**config.mk**
```make
export PLATFORM = sky130hd
export DESIGN_NAME = multicycle_ctrl
export DESIGN_NICKNAME = d
export VERILOG_FILES = /design/src/rtl/multicycle_ctrl.sv
export SDC_FILE = /design/constraint.sdc
export NUM_CORES = 1
export LEC_CHECK = 0
export BUFFER_PORTS_ARGS = -buffer_cell sky130_fd_sc_hd__clkbuf_2
export CORE_MARGIN = 4
export CORE_UTILIZATION = 53
export CTS_BUF_LIST = sky130_fd_sc_hd__clkbuf_8
export CTS_CLUSTER_SIZE = 8
export DETAILED_ROUTE_END_ITERATION = 16
export HOLD_SLACK_MARGIN = 0.03
export PLACE_DENSITY_LB_ADDON = 0.05
export SYNTH_ARGS = -nofsm -noshare
export SYNTH_HDL_FRONTEND = slang
export SYNTH_SLANG_ARGS = --single-unit
```
**constraint.sdc**
```tcl
create_clock -name clk_i -period 2.35 [get_ports clk_i]
set_input_delay 0.1175 -clock clk_i [delete_from_list [all_inputs] [get_ports clk_i]]
set_output_delay 0.1175 -clock clk_i [all_outputs]
set_load 0.005 [all_outputs]
```
**src/rtl/multicycle_ctrl.sv**
```systemverilog
// multicycle_ctrl: multicycle control FSM sequencing datapath strobes for the in-house RISC core.
// Latency: FETCH..ADV is 4-6 cycles at EXEC_LAT=1 plus memory wait states; every output is registered.
// Backpressure: MEM holds rdMem/wrMem until mem_ready_i (or ERR at timeout); HALT waits for INT_i.
//
// Ports:
//   clk_i, rst_ni            clock, synchronous active-low reset
//   opcode_i, func_i         instruction fields, sampled on the FETCH->DECODE edge
//   INT_i                    resume from HALT (ignored in every other state)
//   mem_ready_i              memory access complete, sampled only in MEM
//   aluOp_o, brOp_o          ALU operation and branch select (brOp 100 = none)
//   aluSrc_o .. isCmov_o     datapath strobes
//   halted_o, busy_o         status; mem_err_o sticky timeout flag; illegal_o one-cycle pulse
//
// Opcode map: 0 R-type, 1..15 immediate ALU, 16 LUI, 17 MOVE, 18 CMOV, 19 LD, 20 ST,
//             21 BR, 22 BMI, 23 BPL, 24 BZ, 25 NOP, 26 HALT, anything else illegal.
module multicycle_ctrl #(
  parameter int OPW         = 6,
  parameter int FUNCW       = 5,
  parameter int ALUOPW      = 4,
  parameter int EXEC_LAT    = 1,
  parameter int MEM_TIMEOUT = 15
) (
  input  logic              clk_i,
  input  logic              rst_ni,
  input  logic [OPW-1:0]    opcode_i,
  input  logic [FUNCW-1:0]  func_i,
  input  logic              INT_i,
  input  logic              mem_ready_i,
  output logic [ALUOPW-1:0] aluOp_o,
  output logic [2:0]        brOp_o,
  output logic              aluSrc_o,
  output logic              regAluOut_o,
  output logic              rdMem_o,
  output logic              wrMem_o,
  output logic              wrReg_o,
  output logic              mToReg_o,
  output logic              immSel_o,
  output logic              updPC_o,
  output logic              isCmov_o,
  output logic              halted_o,
  output logic              busy_o,
  output logic              mem_err_o,
  output logic              illegal_o
);

  localparam logic [OPW-1:0] OP_RTYPE    = OPW'(0);
  localparam logic [OPW-1:0] OP_IMM_LAST = OPW'(15);
  localparam logic [OPW-1:0] OP_LUI      = OPW'(16);
  localparam logic [OPW-1:0] OP_MOVE     = OPW'(17);
  localparam logic [OPW-1:0] OP_CMOV     = OPW'(18);
  localparam logic [OPW-1:0] OP_LD       = OPW'(19);
  localparam logic [OPW-1:0] OP_ST       = OPW'(20);
  localparam logic [OPW-1:0] OP_BR       = OPW'(21);
  localparam logic [OPW-1:0] OP_BZ       = OPW'(24);
  localparam logic [OPW-1:0] OP_NOP      = OPW'(25);
  localparam logic [OPW-1:0] OP_HALT     = OPW'(26);

  localparam logic [2:0]        BR_NONE = 3'b100;
  localparam logic [ALUOPW-1:0] ALU_ONE = ALUOPW'(1);

  // One counter serves both the EXEC settle time and the MEM wait states.
  localparam int CNT_MAX = (EXEC_LAT + 1 > MEM_TIMEOUT) ? EXEC_LAT + 1 : MEM_TIMEOUT;
  localparam int CNTW    = $clog2(CNT_MAX + 1);
  localparam logic [CNTW-1:0] CNT_ONE        = CNTW'(1);
  localparam logic [CNTW-1:0] EXEC_LAST      = CNTW'(EXEC_LAT - 1);
  localparam logic [CNTW-1:0] EXEC_LAST_CMOV = CNTW'(EXEC_LAT);
  localparam logic [CNTW-1:0] MEM_LAST       = CNTW'(MEM_TIMEOUT - 1);

  typedef enum logic [3:0] {
    S_IDLE, S_FETCH, S_DECODE, S_EXEC, S_MEM, S_WB, S_ADV, S_HALT, S_ERR
  } state_e;

  // Instruction class remembered from DECODE to steer the EXEC exit.
  typedef enum logic [2:0] {
    C_ALU, C_CMOV, C_LD, C_ST, C_ADV, C_HALT
  } cls_e;

  state_e            state_q, state_d;
  cls_e              cls_q, cls_d;
  logic [CNTW-1:0]   cnt_q, cnt_d;
  logic [ALUOPW-1:0] aluOp_q, aluOp_d;
  logic [2:0]        brOp_q, brOp_d;
  logic aluSrc_q, aluSrc_d, regAluOut_q, regAluOut_d, rdMem_q, rdMem_d;
  logic wrMem_q, wrMem_d, wrReg_q, wrReg_d, mToReg_q, mToReg_d;
  logic immSel_q, immSel_d, updPC_q, updPC_d, isCmov_q, isCmov_d;
  logic halted_q, halted_d, busy_q, busy_d, mem_err_q, mem_err_d;
  logic illegal_q, illegal_d;
  logic clr_strobes;

  // Only the low ALUOPW bits of func select the ALU operation.
  logic unused_func;
  assign unused_func = ^func_i[FUNCW-1:ALUOPW];

  always_comb begin
    state_d     = state_q;
    cls_d       = cls_q;
    cnt_d       = cnt_q;
    aluOp_d     = aluOp_q;
    brOp_d      = brOp_q;
    aluSrc_d    = aluSrc_q;
    regAluOut_d = regAluOut_q;
    rdMem_d     = rdMem_q;
    wrMem_d     = wrMem_q;
    mToReg_d    = mToReg_q;
    immSel_d    = immSel_q;
    isCmov_d    = isCmov_q;
    halted_d    = halted_q;
    busy_d      = busy_q;
    mem_err_d   = mem_err_q;
    wrReg_d     = 1'b0;
    updPC_d     = 1'b0;
    illegal_d   = 1'b0;
    clr_strobes = 1'b0;

    unique case (state_q)
      S_IDLE:   state_d = S_FETCH;
      S_FETCH:  state_d = S_DECODE;
      S_DECODE: state_d = S_EXEC;
      S_EXEC: begin
        if (cnt_q == ((cls_q == C_CMOV) ? EXEC_LAST_CMOV : EXEC_LAST)) begin
          unique case (cls_q)
            C_ALU, C_CMOV: state_d = S_WB;
            C_LD, C_ST:    state_d = S_MEM;
            C_HALT:        state_d = S_HALT;
            default:       state_d = S_ADV;
          endcase
        end else begin
          cnt_d = cnt_q + CNT_ONE;
        end
      end
      S_MEM: begin
        // Ready on the last allowed cycle still wins over the timeout.
        if (mem_ready_i) state_d = (cls_q == C_LD) ? S_WB : S_ADV;
        else if (cnt_q == MEM_LAST) state_d = S_ERR;
        else cnt_d = cnt_q + CNT_ONE;
      end
      S_WB:   state_d = S_ADV;
      S_ADV:  state_d = S_FETCH;
      S_HALT: if (INT_i) state_d = S_ADV;
      S_ERR:  state_d = S_ERR;
      default: state_d = S_IDLE;
    endcase

    // Outputs are registered, so they are set on entry to the state they describe.
    if (state_d != state_q) begin
      unique case (state_d)
        S_FETCH: begin
          clr_strobes = 1'b1;
          brOp_d      = BR_NONE;
          busy_d      = 1'b1;
          halted_d    = 1'b0;
        end
        S_DECODE: begin
          aluOp_d     = '0;
          brOp_d      = BR_NONE;
          aluSrc_d    = 1'b0;
          regAluOut_d = 1'b0;
          immSel_d    = 1'b0;
          isCmov_d    = 1'b0;
          cls_d       = C_ADV;
          if (opcode_i == OP_RTYPE) begin
            cls_d       = C_ALU;
            aluOp_d     = func_i[ALUOPW-1:0] - ALU_ONE;
            aluSrc_d    = 1'b1;
            regAluOut_d = 1'b1;
          end else if (opcode_i <= OP_IMM_LAST) begin
            cls_d   = C_ALU;
            aluOp_d = opcode_i[ALUOPW-1:0] - ALU_ONE;
          end else if (opcode_i == OP_LUI) begin
            cls_d   = C_ALU;
            aluOp_d = '1;
          end else if (opcode_i == OP_MOVE || opcode_i == OP_CMOV) begin
            cls_d       = (opcode_i == OP_CMOV) ? C_CMOV : C_ALU;
            aluSrc_d    = 1'b1;
            regAluOut_d = 1'b1;
            isCmov_d    = (opcode_i == OP_CMOV);
          end else if (opcode_i == OP_LD) begin
            cls_d = C_LD;
          end else if (opcode_i == OP_ST) begin
            cls_d = C_ST;
          end else if (opcode_i >= OP_BR && opcode_i <= OP_BZ) begin
            brOp_d   = 3'(opcode_i - OP_BR);
            immSel_d = 1'b1;
          end else if (opcode_i == OP_HALT) begin
            cls_d = C_HALT;
          end else if (opcode_i != OP_NOP) begin
            illegal_d = 1'b1;
          end
        end
        S_EXEC: cnt_d = '0;
        S_MEM: begin
          cnt_d   = '0;
          rdMem_d = (cls_q == C_LD);
          wrMem_d = (cls_q == C_ST);
        end
        S_WB: begin
          wrReg_d  = 1'b1;
          rdMem_d  = 1'b0;
          mToReg_d = (cls_q == C_LD);
        end
        S_ADV: begin
          clr_strobes = 1'b1;
          updPC_d     = 1'b1;
          halted_d    = 1'b0;
          busy_d      = 1'b1;
        end
        S_HALT: begin
          clr_strobes = 1'b1;
          halted_d    = 1'b1;
          busy_d      = 1'b0;
        end
        S_ERR: begin
          clr_strobes = 1'b1;
          brOp_d      = BR_NONE;
          mem_err_d   = 1'b1;
          busy_d      = 1'b0;
        end
        default: ;
      endcase
    end

    if (clr_strobes) begin
      aluOp_d     = '0;
      aluSrc_d    = 1'b0;
      regAluOut_d = 1'b0;
      rdMem_d     = 1'b0;
      wrMem_d     = 1'b0;
      mToReg_d    = 1'b0;
      immSel_d    = 1'b0;
      isCmov_d    = 1'b0;
    end
  end

  always_ff @(posedge clk_i) begin
    if (!rst_ni) begin
      state_q     <= S_IDLE;
      cls_q       <= C_ADV;
      cnt_q       <= '0;
      aluOp_q     <= '0;
      brOp_q      <= BR_NONE;
      aluSrc_q    <= 1'b0;
      regAluOut_q <= 1'b0;
      rdMem_q     <= 1'b0;
      wrMem_q     <= 1'b0;
      wrReg_q     <= 1'b0;
      mToReg_q    <= 1'b0;
      immSel_q    <= 1'b0;
      updPC_q     <= 1'b0;
      isCmov_q    <= 1'b0;
      halted_q    <= 1'b0;
      busy_q      <= 1'b0;
      mem_err_q   <= 1'b0;
      illegal_q   <= 1'b0;
    end else begin
      state_q     <= state_d;
      cls_q       <= cls_d;
      cnt_q       <= cnt_d;
      aluOp_q     <= aluOp_d;
      brOp_q      <= brOp_d;
      aluSrc_q    <= aluSrc_d;
      regAluOut_q <= regAluOut_d;
      rdMem_q     <= rdMem_d;
      wrMem_q     <= wrMem_d;
      wrReg_q     <= wrReg_d;
      mToReg_q    <= mToReg_d;
      immSel_q    <= immSel_d;
      updPC_q     <= updPC_d;
      isCmov_q    <= isCmov_d;
      halted_q    <= halted_d;
      busy_q      <= busy_d;
      mem_err_q   <= mem_err_d;
      illegal_q   <= illegal_d;
    end
  end

  assign aluOp_o     = aluOp_q;
  assign brOp_o      = brOp_q;
  assign aluSrc_o    = aluSrc_q;
  assign regAluOut_o = regAluOut_q;
  assign rdMem_o     = rdMem_q;
  assign wrMem_o     = wrMem_q;
  assign wrReg_o     = wrReg_q;
  assign mToReg_o    = mToReg_q;
  assign immSel_o    = immSel_q;
  assign updPC_o     = updPC_q;
  assign isCmov_o    = isCmov_q;
  assign halted_o    = halted_q;
  assign busy_o      = busy_q;
  assign mem_err_o   = mem_err_q;
  assign illegal_o   = illegal_q;

endmodule
```
==> summary.txt, run 1 <==
Clock tree
  – Clock root buffer master: clkbuf_8
  – CTS hold repair buffers: 0
  – CTS Buf Count: 5
  – Worst-Skew Late Latency: 280 ps
  – Number of H-tree levels: 2
  – Clk sinks: 30
  – Clk buf depth: 2
  – CTS tree: done
  – Clock-pin slew on the worst setup and hold paths: 70 ps

Placement
  – Dpl ws: -34.7 ps
  – Number of port buffers: 33
  – Dpl hpwl: 3.94 mm
  – GPL Wtd Cong: 0.900

Setup path
  – Crit-path cells: or3b_2 -> nand3_2 -> o211ai_1 -> nor4_4 -> nand2_2 -> or4_1 -> a21oi_1
  – Largest fanout on the critical path: 4
  – Crit path max-delay family: simple AND/OR/NAND/NOR gates
  – CP required: 2560 ps
  – Worst Setup End Kind: flop
  – Max stage delay on crit path: 490 ps
  – CP Data Arrival Time: 2510 ps
  – Buffer and inverter count on the worst path: 0
  – Worst Path Class, Setup: reg -> reg
  – CP max-delay cell: or3b_2
  – Worst setup SP type: flop

Detailed routing
  – Vias per Instance: 5.73
  – Drt drc: 0
  – DRT antenna net count: 0
  – Via count: 2073
  – Drt total wl: 5.38 mm
  – Routed length per placed instance: 14.9 microns
  – Starting DRT DRC Count: 87
  – First drt pass iteration count: 4

STA
  – Worst Slack Setup Final: 59.4 ps
  – Final period util: 97.5%
  – RSZ-0062 raised after global routing: yes
  – Hold Fails Final Rpt: 0
  – Clock Skew: 2.24 ps
  – Peak Freq: 437 MHz
  – Slew HR: 71.5%
  – Final hold slack: 186 ps
  – Slew Limit Fails: 0
  – Worst-margin pin slew: 425 ps
  – Fin crit period: 2290 ps
  – Final number of setup-violating endpoints: 0

Cells and area
  – Layout cell share with drive strength beyond 1: 40.4%
  – Multi-input logic area: 0.00145 sq mm
  – Nets: 335
  – Fillers: 283
  – Area delta synth->final: 32.5%
  – Antenna cells: 0
  – Core Util, Final: 73.9%
  – Register area: 614 sq um

Synth
  – Synth top area share: 29.0%
  – Post-Synth Adder-Cell Area: 4.22%
  – Post-synthesis mux area share: 6.04%
  – Warning count from the yosys run: 0
  – Register bit total from synthesis: 30
  – Synth Area per Inst: 8.39 sq um
  – Ranking of synthesized cells by area: dfxtp_1 29%, nor2_1 4.9%, ha_1 4.2%, a21oi_1 4.1%, mux2i_1 3.9%
  – Post-Synthesis Cells: 247
  – Synth area leader: dfxtp_1
  – Seq/Total Area, Yosys: 29.0%
  – EDFF count, synth: 0
  – Largest family of logic cells by synthesized area: simple AND/OR/NAND/NOR gates
  – Async S/R FF share, synth: 0%
  – Most used DFF post-synth: dfxtp_1
  – Mapped cell area: 0.00207 sq mm
  – Synthesized net count: 269
  – Simple-gate area share of the yosys netlist: 28.2%
  – Synth unique cells: 68
  – Synth Area in Compound Gates: 22.9%
  – XOR/XNOR Fraction of Synth Area: 2.11%

Power and ir drop
  – Pwr dens: 535 mW/mm^2
  – Lkg Pwr: 0.00111 uW
  – Worst VDD drop: 0.399 mV

Floorplan
  – Core ar.: 0.00372 sq mm
  – Initial Util: 55.8%
  – Vert. Die Dim: 70.5 microns
  – Chip width: 70.5 microns
  – I/O Pins: 35
  – Row count: 22
  – Die area: 0.00498 sq mm

Global routing
  – Grt ovf: 0
  – Global-route wire length before repair: 8.78 mm
  – GRT Total Usage: 21.3%
  – Vias in the first global route: 1949
  – Initial antenna violation count: 0
  – Largest net degree at the start of global routing: 12

Min path
  – Hold/Removal Path Class: in -> reg

Job
  – Total of max-cap violations: 0

Run status
  – Outcome: completed
-- placed cells by master (no fill, tap or decap), types with 3 or more instances in the layout --
master,instances
a21boi_0,4
a21oi_1,17
buf_4,40
clkbuf_2,33
clkbuf_8,6
dfxtp_1,23
dfxtp_2,5
ha_1,6
inv_1,11
mux2_2,3
mux2i_1,7
nand2_1,15
nand2b_1,7
nand3_1,3
nand4b_1,3
nor2_1,26
nor2b_1,4
nor3_1,10
nor4_4,3
o211ai_1,3
o21a_1,5
o21ai_0,9
o22ai_1,3
xnor2_1,3
-- per-layer routing --
layer | vias up | wire length [microns] | GRT usage (%)
met2 | 60 | 2680 | 36.8
met5 | - | 0 | 0
met4 | 0 | 68 | 5.43
met3 | 9 | 269 | 4.26
li1 | 1031 | - | -
met1 | 973 | 2370 | 27.3
-- cell type report --
cell class                 count  area share [%]
timing repair buffer          74            17.3
tap                           48            2.19
multi-input combinational    189            52.9
inverter                      13            1.78
clock buffer                   6            3.01
clock inverter                 2           0.455
sequential                    30            22.4
-- where the power goes --
| part | switching (uW) | internal (uW) | leakage (uW) |
|---|---|---|---|
| sequential | 19.1 | 526 | 0.000246 |
| clock | 202 | 235 | 0.0000472 |
| combinational | 249 | 238 | 0.000816 |
-- worst paths after layout --
path	cells after the start	slack [ps]	from	endpoint
worst min register to register	2	450	busy_o	busy_o
worst max register to register	7	60	cls_q[1]	wrMem_o
worst max-delay path	7	60	cls_q[1]	wrMem_o
worst min-delay path	4	190	func_i[0]	aluOp_o[0]
-- cell families after synthesis --
family	after synthesis
flops	30
compound gates	68
xor+xnor	5
mux	12
simple gates	97
fa+ha+maj	7
buf+inv	28
-- sequential cells by signal (all words and copies together) (netlist names) --
| name | count |
|---|---|
| busy_o | 1 |
| state_q | 4 |
| halted_o | 1 |
| mToReg_o | 1 |
| illegal_o | 1 |
| wrReg_o | 1 |
| mem_err_o | 1 |
| isCmov_o | 1 |
| cnt_q | 4 |
| immSel_o | 1 |
| updPC_o | 1 |
| brOp_o | 3 |
| wrMem_o | 1 |
| cls_q | 3 |
| rdMem_o | 1 |
| aluOp_o | 4 |
| regAluOut_o | 1 |
-- repair_timing --
item	CTS	global route
pin swaps	0	8
gates cloned	0	1
setup endpoints to repair	12	23
resized for setup	4	31
buffers inserted	0	3
-- through the flow --
step,instances,setup TNS (ps),instance area (sq um),total power (uW)
after floorplan,247,0,2070,828
after global placement,350,-2.88,2470,976
after detailed placement,350,-143,2470,982
after CTS,358,0,2580,1420
after global routing,362,-191,2750,1550
final,362,0,2750,1470
-- cells in the mapped netlist, types with 3 or more instances --
| cell | n |
|---|---|
| dfxtp_1 | 30 |
| nor2_1 | 27 |
| a21oi_1 | 17 |
| nand2_1 | 15 |
| inv_1 | 12 |
| nor3_1 | 10 |
| o21ai_0 | 10 |
| mux2i_1 | 8 |
| ha_1 | 7 |
| nand2b_1 | 7 |
| buf_4 | 6 |
| o21a_1 | 5 |
| a21boi_0 | 4 |
| clkbuf_1 | 4 |
| mux2_2 | 4 |
| nor2b_1 | 4 |
| o22ai_1 | 4 |
| a311oi_1 | 3 |
| buf_6 | 3 |
| nand3_1 | 3 |
| nand4b_1 | 3 |
| nor4_1 | 3 |
| o211ai_1 | 3 |
| xnor2_1 | 3 |
-- worst min-delay path: stages --
cell and delay (ps):
clkbuf_2 100, nand2_1 50, nand4b_1 90, a21oi_1 60
No activity file was read; power rests on OpenSTA's default activity.
==> run 2, diff against run 1 <==
--- a/config.mk
+++ b/config.mk
@@ -12,7 +12,7 @@
 export CTS_CLUSTER_SIZE = 8
 export DETAILED_ROUTE_END_ITERATION = 16
 export HOLD_SLACK_MARGIN = 0.03
-export PLACE_DENSITY_LB_ADDON = 0.05
+export PLACE_DENSITY = 0.9
 export SYNTH_ARGS = -nofsm -noshare
 export SYNTH_HDL_FRONTEND = slang
 export SYNTH_SLANG_ARGS = --single-unit
==> summary.txt, run 2 (same netlist as run 1, synthesis figures left out) <==
Cells and area
  – Core Util, Final: 77.6% (+3.7 points)
  – Most common cell after layout, fill and taps aside: buf_4
  – Most frequent cells in the layout: 41 x buf_4, 33 x clkbuf_2, 25 x nor2_1
  – Antenna cells: 0 (unchanged)
  – Nets: 340 (+1.5%)
  – Fillers: 239 (-16%)
  – Layout cell share with drive strength beyond 1: 46.1% (+5.6 points)
  – Area delta synth->final: 39.1%

Global routing
  – Met3 Resource Use GR: 3.69% (-0.57 points)
  – GRT Total Usage: 24.0% (+2.7 points)
  – Gr busiest metal: met2
  – Vias in the first global route: 2079 (+6.7%)
  – Met1 usage: 28.2% (+0.91 points)
  – Global-route wire length before repair: 9.60 mm (+9.3%)
  – Met2 usage: 42.2% (+5.4 points)
  – Initial antenna violation count: 0 (unchanged)
  – Grt ovf: 0 (unchanged)
  – Largest net degree at the start of global routing: 12 (unchanged)

Floorplan
  – Die area: 0.00498 sq mm (unchanged)
  – Vert. Die Dim: 70.5 microns (unchanged)
  – Row count: 22 (unchanged)
  – I/O Pins: 35 (unchanged)
  – Initial Util: 55.8% (unchanged)
  – Core ar.: 0.00372 sq mm (unchanged)
  – Chip width: 70.5 microns (unchanged)

Setup path
  – Largest fanout on the critical path: 5 (+1)
  – Worst Setup End Kind: flop
  – CP Data Arrival Time: 2640 ps (+130 ps)
  – Crit path top cell by count: nor4_4
  – Crit-path cells: nor4_4 -> mux2_4 -> buf_4 -> a21boi_2 -> buf_6 -> nor4_4 -> nand2_4 -> or4_4 -> a21oi_2
  – Worst Path Class, Setup: reg -> reg
  – Max stage delay on crit path: 460 ps (-30 ps)
  – CP max-delay cell: or4_4
  – CP required: 2590 ps (+30 ps)
  – Worst setup SP type: flop

Detailed routing
  – Starting DRT DRC Count: 185 (+110%)
  – Vias per Instance: 6.41 (+12%)
  – Via count: 2353 (+14%)
  – Drt total wl: 7.30 mm (+36%)
  – Routed length per placed instance: 19.9 microns (+34%)
  – First drt pass iteration count: 5 (+1)
  – Drt drc: 0 (unchanged)
  – DRT antenna net count: 0 (unchanged)

STA
  – Final number of setup-violating endpoints: 5 (+5)
  – Slew HR: 65.3% (-6.2 points)
  – Setup TNS: -158 ps (-158 ps)
  – Worst Slack Setup Final: -52.2 ps (-112 ps)
  – Hold Fails Final Rpt: 0 (unchanged)
  – Worst-margin pin slew: 518 ps (+92.5 ps)
  – Peak Freq: 416 MHz (-4.6%)
  – Fin crit period: 2400 ps (+112 ps)
  – Clock Skew: 6.22 ps (+3.99 ps)
  – RSZ-0062 raised after global routing: yes
  – Final period util: 102% (+4.7 points)
  – Slew Limit Fails: 0 (unchanged)

Placement
  – Dpl ws: -102 ps (-67.1 ps)
  – Number of port buffers: 33 (unchanged)
  – Dpl hpwl: 4.08 mm (+3.5%)
  – GPL Wtd Cong: 0.896 (-0.48%)

Clock tree
  – Clk sinks: 30 (unchanged)
  – Clock root buffer master: clkbuf_8
  – CTS tree: done
  – Clock-pin slew on the worst setup and hold paths: 70 ps (about the same)
  – Number of H-tree levels: 2 (unchanged)
  – Clk buf depth: 2 (unchanged)
  – CTS hold repair buffers: 0 (unchanged)
  – Worst-Skew Late Latency: 300 ps (+20 ps)
  – CTS Buf Count: 5 (unchanged)

Power and ir drop
  – Lkg Pwr: 0.00115 uW (+3.9%)
  – Worst VDD drop: 0.504 mV (+26%)
  – Pwr dens: 548 mW/mm^2 (+2.4%)
  – Total power: 1580 uW (+7.5%)

Run status
  – Failing checks: setup timing
  – Outcome: finished, violations left

Job
  – Total of max-cap violations: 0 (unchanged)

Min path
  – Hold/Removal Path Class: in -> reg
run 2: changes by cell type in the layout (fill, tap and decap cells not counted), moves of 2 or more:
cell     previous run  this run
mux2i_2             0         3
buf_6               1         4
a21oi_2             0         2
dfxtp_4             2         4
dfxtp_1            23        19
a21oi_1            17        14
mux2i_1             7         5
dfxtp_2             5         7
run 2: final timing paths:
kind | start | endpoint | slack [ps] | cells past startpoint
min reg2reg | busy_o | busy_o | 470 | 2
max reg2reg | cnt_q[0] | wrMem_o | -50 | 9
min | func_i[0] | aluOp_o[0] | 170 | 4
max | cnt_q[0] | wrMem_o | -50 | 9
run 2: cell type report:
class	instances	area [sq um]	share of cell area [%]
flip-flops and latches	30	624	21.6
well taps	48	60.1	2.08
multi-input cells	189	1530	53.1
repair buffers	79	523	18.1
inverters	13	51.3	1.78
clock buffers	6	82.6	2.86
clock inverters	2	12.5	0.434
run 2: per-layer routing:
layer | vias up | wire (microns) | share of wire [%]
li1 | 1048 | - | -
met4 | 0 | 366 | 5.0
met2 | 160 | 3740 | 51
met1 | 1102 | 2650 | 36
met3 | 43 | 544 | 7.4
met5 | - | 0 | 0
run 2: repair_timing:
| item | CTS | global route |
|---|---|---|
| pin swaps | 3 | 16 |
| endpoints found under the hold margin | 0 | 0 |
| endpoints found under the setup margin | 11 | 23 |
| gates cloned | 0 | 1 |
| gates resized for setup | 14 | 43 |
| buffers inserted | 0 | 18 |
run 2: worst max-delay path, delay by kind of cell (launching register included):
family | cells | cell delay, ps
and+or+nand+nor | 4 | 1260
buffers and inverters | 2 | 260
DFF | 1 | 380
muxes | 1 | 240
AOI/OAI and AO/OA | 2 | 190
run 2: metrics by stage:
step / cells / hold WS (ps) / area (sq um)
3_3_place_gp: 342 / 438 / 2410
4_1_cts: 350 / 155 / 2560
5_1_grt: 367 / 201 / 2880
2_1_floorplan: 247 / 311 / 2070
6_report: 367 / 170 / 2880
3_5_place_dp: 342 / 450 / 2410
run 2: power by group:
| group | internal, uW | switching [uW] | total, uW |
|---|---|---|---|
| sequential | 525 | 27.1 | 552 |
| combinational | 268 | 301 | 569 |
| clock | 235 | 223 | 458 |
==> run 3, diff against run 2 <==
--- a/config.mk
+++ b/config.mk
@@ -7,12 +7,11 @@
 export LEC_CHECK = 0
 export BUFFER_PORTS_ARGS = -buffer_cell sky130_fd_sc_hd__clkbuf_2
 export CORE_MARGIN = 4
-export CORE_UTILIZATION = 53
+export CORE_UTILIZATION = 55
 export CTS_BUF_LIST = sky130_fd_sc_hd__clkbuf_8
 export CTS_CLUSTER_SIZE = 8
 export DETAILED_ROUTE_END_ITERATION = 16
-export HOLD_SLACK_MARGIN = 0.03
-export PLACE_DENSITY = 0.9
+export PLACE_DENSITY = 0.89
 export SYNTH_ARGS = -nofsm -noshare
 export SYNTH_HDL_FRONTEND = slang
 export SYNTH_SLANG_ARGS = --single-unit
==> constraint.sdc (replaced) <==
create_clock -name clk_i -period 2.25 [get_ports clk_i]
set_input_delay 0.1125 -clock clk_i [delete_from_list [all_inputs] [get_ports clk_i]]
set_output_delay 0.1125 -clock clk_i [all_outputs]
set_load 0.005 [all_outputs]
==> summary.txt, run 3 (same netlist as run 1, synthesis figures left out) <==
Cells and area
  – Fillers: 171 (-28%)
  – Core Util, Final: 85.3% (+7.7 points)
  – Area delta synth->final: 50.6%
  – Most frequent cells in the layout: 59 x buf_4, 33 x clkbuf_2, 24 x nor2_1
  – Nets: 357 (+5.0%)
  – Antenna cells: 0 (unchanged)
  – Most common cell after layout, fill and taps aside: buf_4
  – Layout cell share with drive strength beyond 1: 51.8% (+5.7 points)
  – Register area: 626 sq um (+0.20%)
  – Multi-input logic area: 0.00160 sq mm (+4.6%)

STA
  – Final period util: 111% (+8.9 points)
  – Final hold slack: 206 ps (+35.2 ps)
  – Worst Slack Setup Final: -250 ps (-198 ps)
  – Final number of setup-violating endpoints: 22 (+17)
  – Hold Fails Final Rpt: 0 (unchanged)
  – Worst-margin pin slew: 534 ps (+16.5 ps)
  – Slew Limit Fails: 0 (unchanged)
  – Slew HR: 64.1% (-1.1 points)
  – Clock Skew: 6.07 ps (-0.152 ps)
  – RSZ-0062 raised after global routing: yes
  – Peak Freq: 400 MHz (-3.9%)
  – Setup TNS: -3010 ps (-2860 ps)
  – Fin crit period: 2500 ps (+98.1 ps)

Global routing
  – Largest net degree at the start of global routing: 12 (unchanged)
  – Vias in the first global route: 2311 (+11%)
  – GRT Total Usage: 28.1% (+4.1 points)
  – Initial antenna violation count: 0 (unchanged)
  – Global-route wire length before repair: 11.0 mm (+15%)
  – Grt ovf: 0 (unchanged)

Clock tree
  – Clk sinks: 30 (unchanged)
  – Number of H-tree levels: 2 (unchanged)
  – Clk buf depth: 2 (unchanged)
  – Clock root buffer master: clkbuf_8
  – CTS Buf Count: 5 (unchanged)
  – Worst-Skew Late Latency: 300 ps (about the same)
  – CTS hold repair buffers: 0 (unchanged)
  – CTS tree: done
  – Clock-pin slew on the worst setup and hold paths: 70 ps (about the same)

Setup path
  – Worst reg2reg startpoint: cls_q[1]
  – Setup slack, reg-to-reg: -250 ps (-200 ps)
  – Max stage delay on crit path: 380 ps (-80 ps)
  – Critical R2R Capture: rdMem_o
  – CP required: 2450 ps (-140 ps)
  – CP Data Arrival Time: 2700 ps (+60 ps)
  – Largest fanout on the critical path: 5 (unchanged)
  – CP max-delay cell: nor4_2
  – Crit-path cells: nor3b_4 -> mux2_4 -> o211a_1 -> buf_4 -> nor4_2 -> buf_4 -> a311oi_1 -> nor4_2
  – Worst Setup End Kind: flop
  – Worst setup SP type: flop
  – FF-to-FF path depth: 8 (-1)
  – Worst Path Class, Setup: reg -> reg

Floorplan
  – Initial Util: 56.6% (+0.84 points)
  – Core ar.: 0.00366 sq mm (-1.5%)
  – I/O Pins: 35 (unchanged)
  – Chip width: 69.4 microns (-1.6%)
  – Row count: 22 (unchanged)
  – Die area: 0.00482 sq mm (-3.2%)
  – Vert. Die Dim: 69.4 microns (-1.6%)

Detailed routing
  – Routed length per placed instance: 24.2 microns (+21%)
  – Drt total wl: 9.28 mm (+27%)
  – Drt drc: 0 (unchanged)
  – Vias per Instance: 6.92 (+7.9%)
  – DRT antenna net count: 0 (unchanged)
  – Via count: 2657 (+13%)
  – Starting DRT DRC Count: 331 (+79%)
  – First drt pass iteration count: 6 (+1)

Min path
  – Worst hold stages: 4 (unchanged)
  – Hold Path Sink: aluOp_o[0]
  – Hold/Removal Path Class: in -> reg
  – Hold Crit Start: func_i[0]

Power and ir drop
  – Total power: 2000 uW (+27%)
  – Pwr dens: 641 mW/mm^2 (+17%)
  – Worst VDD drop: 0.576 mV (+14%)
  – Lkg Pwr: 0.00126 uW (+9.5%)

Job
  – Total of max-cap violations: 0 (unchanged)

Placement
  – Dpl hpwl: 4.25 mm (+4.1%)
  – Dpl ws: -115 ps (-12.9 ps)
  – GPL Wtd Cong: 0.955 (+6.6%)
  – Number of port buffers: 33 (unchanged)

Run status
  – Outcome: finished, violations left
  – Failing checks: setup timing
-- run 3: cell types whose count changed in the layout (fill, tap and decap cells not counted), moves of 2 or more --
cell	change
buf_4	+18
bufinv_16	+2
a21oi_1	-2
mux2i_2	-2
o21ai_0	-2
o22ai_1	-2
dfxtp_2	-2
a21oi_2	+2
-- run 3: worst max-delay path: cells and delay by family, from the launching register on --
| kind | cells | cell delay, ps |
|---|---|---|
| buffers and inverters | 2 | 390 |
| AND/OR/NAND/NOR | 3 | 930 |
| flip-flops | 1 | 370 |
| multiplexers | 1 | 370 |
| AO/OA/AOI/OAI | 2 | 320 |
-- run 3: where the power goes --
part           switching (uW)  internal [uW]
combinational             398            310
sequential               27.6            548
clock                     243            473
-- run 3: stage by stage --
step | area, sq um | std cells
5_1_grt | 3120 | 384
3_3_place_gp | 2510 | 354
6_report | 3120 | 384
2_1_floorplan | 2080 | 247
3_5_place_dp | 2510 | 354
4_1_cts | 2830 | 370
-- run 3: metal layers --
| layer | GRT usage, % | part of all wire [%] | vias to the layer above |
|---|---|---|---|
| met1 | 33.8 | 34 | 1213 |
| li1 | - | - | 1076 |
| met5 | 0 | 0 | - |
| met2 | 47.5 | 46 | 262 |
| met4 | 13.2 | 9.2 | 0 |
| met3 | 6.09 | 10 | 106 |
-- run 3: how the worst max path moves through the flow --
stage	cells past startpoint	start	to
after floorplan	9	state_q[1]	brOp_o[1]
after global placement	7	state_q[1]	cnt_q[2]
after detailed placement	7	state_q[1]	cnt_q[2]
after CTS	7	cls_q[2]	cnt_q[2]
after global routing	7	cls_q[1]	wrMem_o
final	8	cls_q[1]	rdMem_o
-- run 3: final cells by class --
type / instances / share of cell area, %
Multi-Input combinational cell: 190 / 51.3
Clock inverter: 2 / 1.92
Inverter: 13 / 1.64
Sequential cell: 30 / 20.0
Timing Repair Buffer: 95 / 20.6
Clock buffer: 6 / 2.65
Tap cell: 48 / 1.92
-- run 3: timing repair --
item / 4_1_cts / 5_1_grt
setup endpoints to repair: 22 / 23
gates cloned: 1 / 0
gates resized for setup: 27 / 48
pin swaps: 11 / 17
setup buffers: 7 / 14
